**src/rtl/capi_pkg.sv**
```systemverilog
// Shared CAPI/PSL definitions: response codes, WED error codes and receiver states.
// Used by wed_receiver; parity checking is selected there by PARITY_CHECK_EN.
package capi_pkg;

    localparam logic [7:0] RESP_DONE      = 8'h00;
    localparam logic [7:0] RESP_AERROR    = 8'h01;
    localparam logic [7:0] RESP_DERROR    = 8'h03;
    localparam logic [7:0] RESP_NLOCK     = 8'h04;
    localparam logic [7:0] RESP_NRES      = 8'h05;
    localparam logic [7:0] RESP_FLUSHED   = 8'h06;
    localparam logic [7:0] RESP_FAULT     = 8'h07;
    localparam logic [7:0] RESP_FAILED    = 8'h08;
    localparam logic [7:0] RESP_PAGED     = 8'h0A;

    typedef enum logic [2:0] {
        ERR_NONE         = 3'd0,
        ERR_BAD_RESP     = 3'd1,
        ERR_MISSING_HALF = 3'd2,
        ERR_TIMEOUT      = 3'd3,
        ERR_PARITY       = 3'd4
    } wed_err_e;

    typedef enum logic [1:0] {
        ST_IDLE  = 2'd0,
        ST_ARMED = 2'd1,
        ST_DONE  = 2'd2,
        ST_ERROR = 2'd3
    } wed_state_e;

endpackage

```
**src/rtl/capi_parity_chk.sv**
```systemverilog
// Odd-parity check of a W-bit field: ok is high when par equals ~^data.
// Instanced by wed_receiver only when PARITY_CHECK_EN is defined.
module capi_parity_chk #(
    parameter int unsigned W = 8
) (
    input  logic [W-1:0] data,
    input  logic         par,
    output logic         ok
);

    function automatic logic odd_par(input logic [W-1:0] d);
        return ~^d;
    endfunction

    assign ok = (par == odd_par(data));

endmodule

```
**src/rtl/wed_receiver.sv**
```systemverilog
// Captures the 128-byte WED from the PSL buffer-write bus and resolves it on the
// matching response. Optional macro PARITY_CHECK_EN enables tag/data parity checks.
module wed_receiver
    import capi_pkg::*;
#(
    parameter logic [7:0]  WED_TAG        = 8'hFF,
    parameter int unsigned TIMEOUT_CYCLES = 4096,
    parameter int unsigned CNT_W          = 13
) (
    input  logic           clock,
    input  logic           reset,
    input  logic           arm,
    input  logic           ha_bwvalid,
    input  logic [7:0]     ha_bwtag,
    input  logic           ha_bwtagpar,
    input  logic [5:0]     ha_bwad,
    input  logic [0:511]   ha_bwdata,
    input  logic [0:7]     ha_bwpar,
    input  logic           ha_rvalid,
    input  logic [7:0]     ha_rtag,
    input  logic           ha_rtagpar,
    input  logic [7:0]     ha_response,
    output logic           wed_valid,
    output logic [0:1023]  wed_data,
    output logic           wed_error,
    output logic [2:0]     wed_err_code,
    output logic [7:0]     wed_err_resp
);

    wed_state_e        state_q, state_d;
    wed_err_e          code_q, code_d, fail_code_s;
    logic [0:1023]     data_q, data_d;
    logic [1:0]        half_q, half_d, half_after_s;
    logic [CNT_W-1:0]  cnt_q, cnt_d;
    logic              valid_q, valid_d, error_q, error_d;
    logic [7:0]        resp_q, resp_d;

    logic bw_hit_s, r_hit_s, bw_par_ok_s, r_par_ok_s, bw_wr_s, timeout_s;

`ifdef PARITY_CHECK_EN
    logic       bwtag_ok_s;
    logic [7:0] dw_ok_s;

    capi_parity_chk #(.W(8)) u_bwtag_chk (.data(ha_bwtag), .par(ha_bwtagpar), .ok(bwtag_ok_s));
    capi_parity_chk #(.W(8)) u_rtag_chk  (.data(ha_rtag),  .par(ha_rtagpar),  .ok(r_par_ok_s));

    for (genvar g = 0; g < 8; g++) begin : g_dw_chk
        capi_parity_chk #(.W(64)) u_dw_chk (
            .data (ha_bwdata[g*64 +: 64]),
            .par  (ha_bwpar[g]),
            .ok   (dw_ok_s[g])
        );
    end

    assign bw_par_ok_s = bwtag_ok_s & (&dw_ok_s);
`else
    logic unused_par_s;
    assign unused_par_s = ^{ha_bwtagpar, ha_bwpar, ha_rtagpar};
    assign bw_par_ok_s  = 1'b1;
    assign r_par_ok_s   = 1'b1;
`endif

    assign bw_hit_s  = ha_bwvalid && (ha_bwtag == WED_TAG);
    assign r_hit_s   = ha_rvalid && (ha_rtag == WED_TAG);
    assign bw_wr_s   = (state_q == ST_ARMED) && bw_hit_s && bw_par_ok_s &&
                       ((ha_bwad == 6'd0) || (ha_bwad == 6'd1));
    // A write landing in the response cycle already counts toward completeness.
    assign half_after_s = half_q | {bw_wr_s && (ha_bwad == 6'd1), bw_wr_s && (ha_bwad == 6'd0)};
    assign timeout_s = (TIMEOUT_CYCLES != 32'd0) && ((32'(cnt_q) + 32'd1) >= TIMEOUT_CYCLES);

    // State register.
    always_ff @(posedge clock or negedge reset) begin
        if (!reset) state_q <= ST_IDLE;
        else        state_q <= state_d;
    end

    // Next-state decision; error priority: parity, bad response, missing half, timeout.
    always_comb begin
        state_d     = state_q;
        fail_code_s = ERR_NONE;
        case (state_q)
            ST_IDLE, ST_DONE, ST_ERROR: begin
                if (arm) state_d = ST_ARMED;
                else     state_d = state_q;
            end
            ST_ARMED: begin
                if (bw_hit_s && !bw_par_ok_s) begin
                    state_d = ST_ERROR; fail_code_s = ERR_PARITY;
                end else if (r_hit_s && !r_par_ok_s) begin
                    state_d = ST_ERROR; fail_code_s = ERR_PARITY;
                end else if (r_hit_s && (ha_response != RESP_DONE)) begin
                    state_d = ST_ERROR; fail_code_s = ERR_BAD_RESP;
                end else if (r_hit_s && (half_after_s == 2'b11)) begin
                    state_d = ST_DONE;
                end else if (r_hit_s) begin
                    state_d = ST_ERROR; fail_code_s = ERR_MISSING_HALF;
                end else if (timeout_s) begin
                    state_d = ST_ERROR; fail_code_s = ERR_TIMEOUT;
                end else begin
                    state_d = ST_ARMED;
                end
            end
            default: state_d = ST_IDLE;
        endcase
    end

    // Datapath and status next values.
    always_comb begin
        data_d  = data_q;
        half_d  = half_q;
        cnt_d   = cnt_q;
        valid_d = valid_q;
        error_d = error_q;
        code_d  = code_q;
        resp_d  = resp_q;
        if (state_q == ST_ARMED) begin
            cnt_d  = (cnt_q == {CNT_W{1'b1}}) ? cnt_q : cnt_q + CNT_W'(1);
            half_d = half_after_s;
            if (bw_wr_s && (ha_bwad == 6'd0))      data_d[0 +: 512]   = ha_bwdata;
            else if (bw_wr_s)                      data_d[512 +: 512] = ha_bwdata;
            else                                   data_d = data_q;
            if (state_d == ST_DONE) begin
                valid_d = 1'b1;
            end else if (state_d == ST_ERROR) begin
                error_d = 1'b1;
                code_d  = fail_code_s;
                resp_d  = (fail_code_s == ERR_BAD_RESP) ? ha_response : 8'h00;
            end else begin
                valid_d = valid_q;
            end
        end else if (state_d == ST_ARMED) begin
            cnt_d   = '0;
            half_d  = 2'b00;
            valid_d = 1'b0;
            error_d = 1'b0;
            code_d  = ERR_NONE;
            resp_d  = 8'h00;
        end else begin
            cnt_d = cnt_q;
        end
    end

    // Datapath and status registers.
    always_ff @(posedge clock or negedge reset) begin
        if (!reset) begin
            data_q  <= '0;
            half_q  <= 2'b00;
            cnt_q   <= '0;
            valid_q <= 1'b0;
            error_q <= 1'b0;
            code_q  <= ERR_NONE;
            resp_q  <= 8'h00;
        end else begin
            data_q  <= data_d;
            half_q  <= half_d;
            cnt_q   <= cnt_d;
            valid_q <= valid_d;
            error_q <= error_d;
            code_q  <= code_d;
            resp_q  <= resp_d;
        end
    end

    assign wed_valid    = valid_q;
    assign wed_data     = data_q;
    assign wed_error    = error_q;
    assign wed_err_code = code_q;
    assign wed_err_resp = resp_q;

endmodule

```
**config.mk**
```make
export PLATFORM = sky130hd
export DESIGN_NAME = wed_receiver
export DESIGN_NICKNAME = d
export VERILOG_FILES = /design/src/rtl/capi_pkg.sv /design/src/rtl/capi_parity_chk.sv /design/src/rtl/wed_receiver.sv
export SDC_FILE = /design/constraint.sdc
export NUM_CORES = 2
export LEC_CHECK = 0
export BUFFER_PORTS_ARGS = -buffer_cell sky130_fd_sc_hd__buf_2
export CAP_MARGIN = 20
export CORE_AREA = 10 10 617 619
export DETAILED_ROUTE_END_ITERATION = 10
export DIE_AREA = 0 0 627 629
export SYNTH_ARGS = -nofsm -noshare
export SYNTH_HDL_FRONTEND = slang
export SYNTH_HIERARCHICAL = 1
export SYNTH_SLANG_ARGS = --single-unit
```
**constraint.sdc**
```tcl
create_clock -name clock -period 2.9 [get_ports clock]
set_input_delay 0.145 -clock clock [delete_from_list [all_inputs] [get_ports clock]]
set_output_delay 0.145 -clock clock [all_outputs]
set_load 0.005 [all_outputs]
```
==> key figures <==
Detailed routing
  – Vias/cell: ~3.6
  – First DRT Iteration DRCs: 3819
  – DRT antenna net count: 0
  – Post-Route WL: 328000 µm
  – DR pass1 iterations: 7
  – Routed vias: 41600
  – DRC: 0
  – WL/cell: 28.1 µm

Die
  – Num rows: 223
  – Die Ht: about 630 µm
  – Initial Util: 10.9%
  – Chip width: 627 µm
  – Die area: 0.394 mm²
  – Core Region: 0.368 mm²
  – I/O pins: 1594

Worst hold path
  – Worst min path class: in2reg

Setup path
  – Kind of critical path: in2reg
  – Worst EP required: 3.60 ns
  – Crit path DAT: 3.53 ns
  – Critical Path End Type: register
  – Startpoint types: input port
  – Max Fanout on Critical Path: 11

Synth
  – Post-synthesis compound-gate area fraction: 0.974%
  – Yosys warns: 6
  – Post-Synth Simple-Gate Area: 29.9%
  – Main synth FF type: dfrtp_1
  – Post-synthesis xor/xnor area fraction: 0%
  – Combinational family with the most area after synthesis: simple AND/OR/NAND/NOR gates
  – Number of synthesized register bits: 1053
  – Post-synthesis mux area share: 0.0251%
  – Mapped Area: 0.0399 mm²
  – Sequential share of the synthesized area: 66.0%
  – Synth unique cells: 42
  – Number of synthesized flops with an enable pin: 0
  – Synthesized Nets: slightly above 5000
  – Synth Area in Adders: 0.0626%
  – Cells after Synth: 4504
  – Syn Area/Cell: roughly 8.9 µm²
  – Async SR Flop Fraction: 100%

Final layout
  – Layout cells sized above 1: 28.7%
  – Non-filler instance count after layout: 11700
  – Fill count: 40900
  – Sequential Area: 0.0264 mm²
  – Final core occ: 17.7%
  – Multi-input combinational cell area: 0.0124 mm²
  – Final nets: 7265
  – Design area: roughly 0.065 mm²
  – Most frequent cells in the layout: 3087 x nand2_1, 1581 x buf_2, 1053 x dfrtp_1
  – Commonest non-fill, non-tap cell in the layout: nand2_1
  – Layout area overhead: 63.2%

STA
  – Relative slew slack: 38.5%
  – Setup TNS: 0 ns
  – Slew @ Worst Pin: 0.919 ns
  – Tcrit/Tclk final: 97.4%
  – Setup Viol. Count Final: 0
  – Hold Vio Cnt, Final: 0
  – RSZ-0062 raised after global routing: no
  – Fmax: 354 MHz
  – Max-slew violations: 0
  – Final Skew: 0.0641 ns
  – Fin crit period: around 2.8 ns

Global routing
  – GRT overflow: 0
  – Vias in the first global route: 41100
  – Tot GR Track Use: about 16%
  – Largest net degree at the start of global routing: 98
  – Initial antenna violation count: 95
  – First-pass GRT wire length: ~420000 µm

CTS
  – H-tree depth: 4
  – Clk slew on worst S/H paths: ~0.060 ns
  – Clock buffer depth: 4
  – Clock Sinks: roughly 1100
  – CTS tree: done
  – Skew-Pair Late Insertion Delay: 0.86 ns
  – Clock root cell: clkbuf_16
  – CTS Buf Count: 139

Pwr
  – Leakage: 0.0371 µW
  – Peak supply drop: 0.000513 V
  – PwrDens: 547 mW/mm²
  – Switching share of power: 24.9%
  – Internal Power: ~27000 µW
  – NetSw: ~8900 µW
  – Gate power share: 6.1%
  – Register share of total power: a little over two fifths
  – Clock network fraction of total power: ~52%

Place
  – Placed cell area: 0.0544 mm²
  – Hpwl dp: 277000 µm
  – Placed cells: 10800
  – Routability Congestion: 0.957
  – IO Port Bufs: 1582

Job
  – MaxCap Viol Count: 0

Run status
  – Status: complete, no violations
## worst paths after layout
kind	startpoint	endpoint	slack [ns]	cells after the start
worst min register to register	wed_data[743]	wed_data[743]	0.46	2
worst min-delay path	ha_bwdata[273]	wed_data[273]	0.08	4
worst max register to register	state_q[1]	wed_data[816]	0.32	8
worst max-delay path	ha_rtag[2]	wed_err_resp[1]	0.08	9
max in group asynchronous	reset	wed_data[861]	1.40	4
min in group asynchronous	reset	wed_data[274]	0.55	3
## registers in the layout, indices dropped and copies added (netlist names)
signal and count:
wed_data 1024, cnt_q 13, wed_err_resp 8, half_q 2, state_q 2, wed_err_code 2, wed_error 1, wed_valid 1
## layout make-up
class                   count  share of cell area, %
flip-flops and latches   1053                   40.4
repair buffers           2295                   23.7
multi-input cells        3212                   19.0
well taps                4837                   9.28
clock buffers             193                   6.22
clock inverters            57                   1.20
diodes                     41                  0.157
inverters                   5                 0.0288
## worst max-delay path, cell delays in order
cell and delay, ns:
dlygate4sd3_1 0.55, buf_2 0.11, nand2_1 0.06, dlygate4sd3_1 0.57, or4_1 0.59, nor3_4 0.38
dlygate4sd3_1 0.76, a21oi_1 0.11, a31oi_1 0.24
## cells by family after synthesis
family          count (synthesis)
fa+ha+maj                       2
buf+inv                       239
flops                        1053
compound gates                 61
mux                             1
simple gates                 3147
other cells                     1
## layer usage
metal | global-route usage (%) | wire [µm] | vias to the layer above
met1 | 16.8 | 116000 | 20500
met5 | 0 | 267 | -
li1 | - | - | 18100
met2 | 25.8 | 151000 | 2328
met3 | 9.30 | 46700 | 582
met4 | 5.73 | 14400 | 42
## power groups by stage
stage / Combinational [µW] / Sequential [µW] / Clock, µW
after floorplan: 180 / 15100 / 0
after global placement: 1390 / 15100 / 0
after detailed placement: 1400 / 15100 / 0
after CTS: 2200 / 14900 / 19200
after global routing: 2320 / 14900 / 19600
final: 2180 / 14900 / 18700
## synthesized netlist by cell type (2+ instances only)
| master | count | share of area [%] |
|---|---|---|
| a31oi_1 | 5 | 0.078 |
| clkbuf_1 | 113 | 1.1 |
| buf_2 | 64 | 0.80 |
| nor2_1 | 15 | 0.14 |
| nand2_1 | 3088 | 29 |
| inv_1 | 5 | 0.047 |
| o31ai_1 | 2 | 0.038 |
| nand4_1 | 8 | 0.13 |
| nand2b_1 | 2 | 0.031 |
| o211ai_1 | 3 | 0.056 |
| a221oi_1 | 4 | 0.088 |
| a22o_1 | 3 | 0.066 |
| and2_1 | 2 | 0.031 |
| o21ai_0 | 9 | 0.11 |
| nor3_1 | 8 | 0.10 |
| buf_4 | 47 | 0.88 |
| or4_1 | 4 | 0.075 |
| a41oi_1 | 2 | 0.044 |
| a21oi_1 | 24 | 0.30 |
| nand3_1 | 9 | 0.11 |
| dfrtp_1 | 1053 | 66 |
| nor2b_1 | 3 | 0.047 |
| ha_1 | 2 | 0.063 |
| buf_6 | 10 | 0.28 |
| a311oi_1 | 2 | 0.044 |
## timing repair
item | in CTS | in global routing
setup buffers | 0 | 3
gates resized for setup | 0 | 3
hold buffers | 580 | 0
endpoints found under the setup margin | 0 | 6
hold endpoints to repair | 1517 | 0
## per-stage QoR
stage                     power [µW]  setup slack (ns)  hold WS [ns]
final                          35700            0.0753        0.0781
after global routing           36800            0.0896        0.0581
after CTS                      36200             0.121      0.000514
after detailed placement       16500             0.365         0.268
after global placement         16500             0.375         0.268
after floorplan                15300             0.910        -0.151
(Power assumes the default switching activity.)
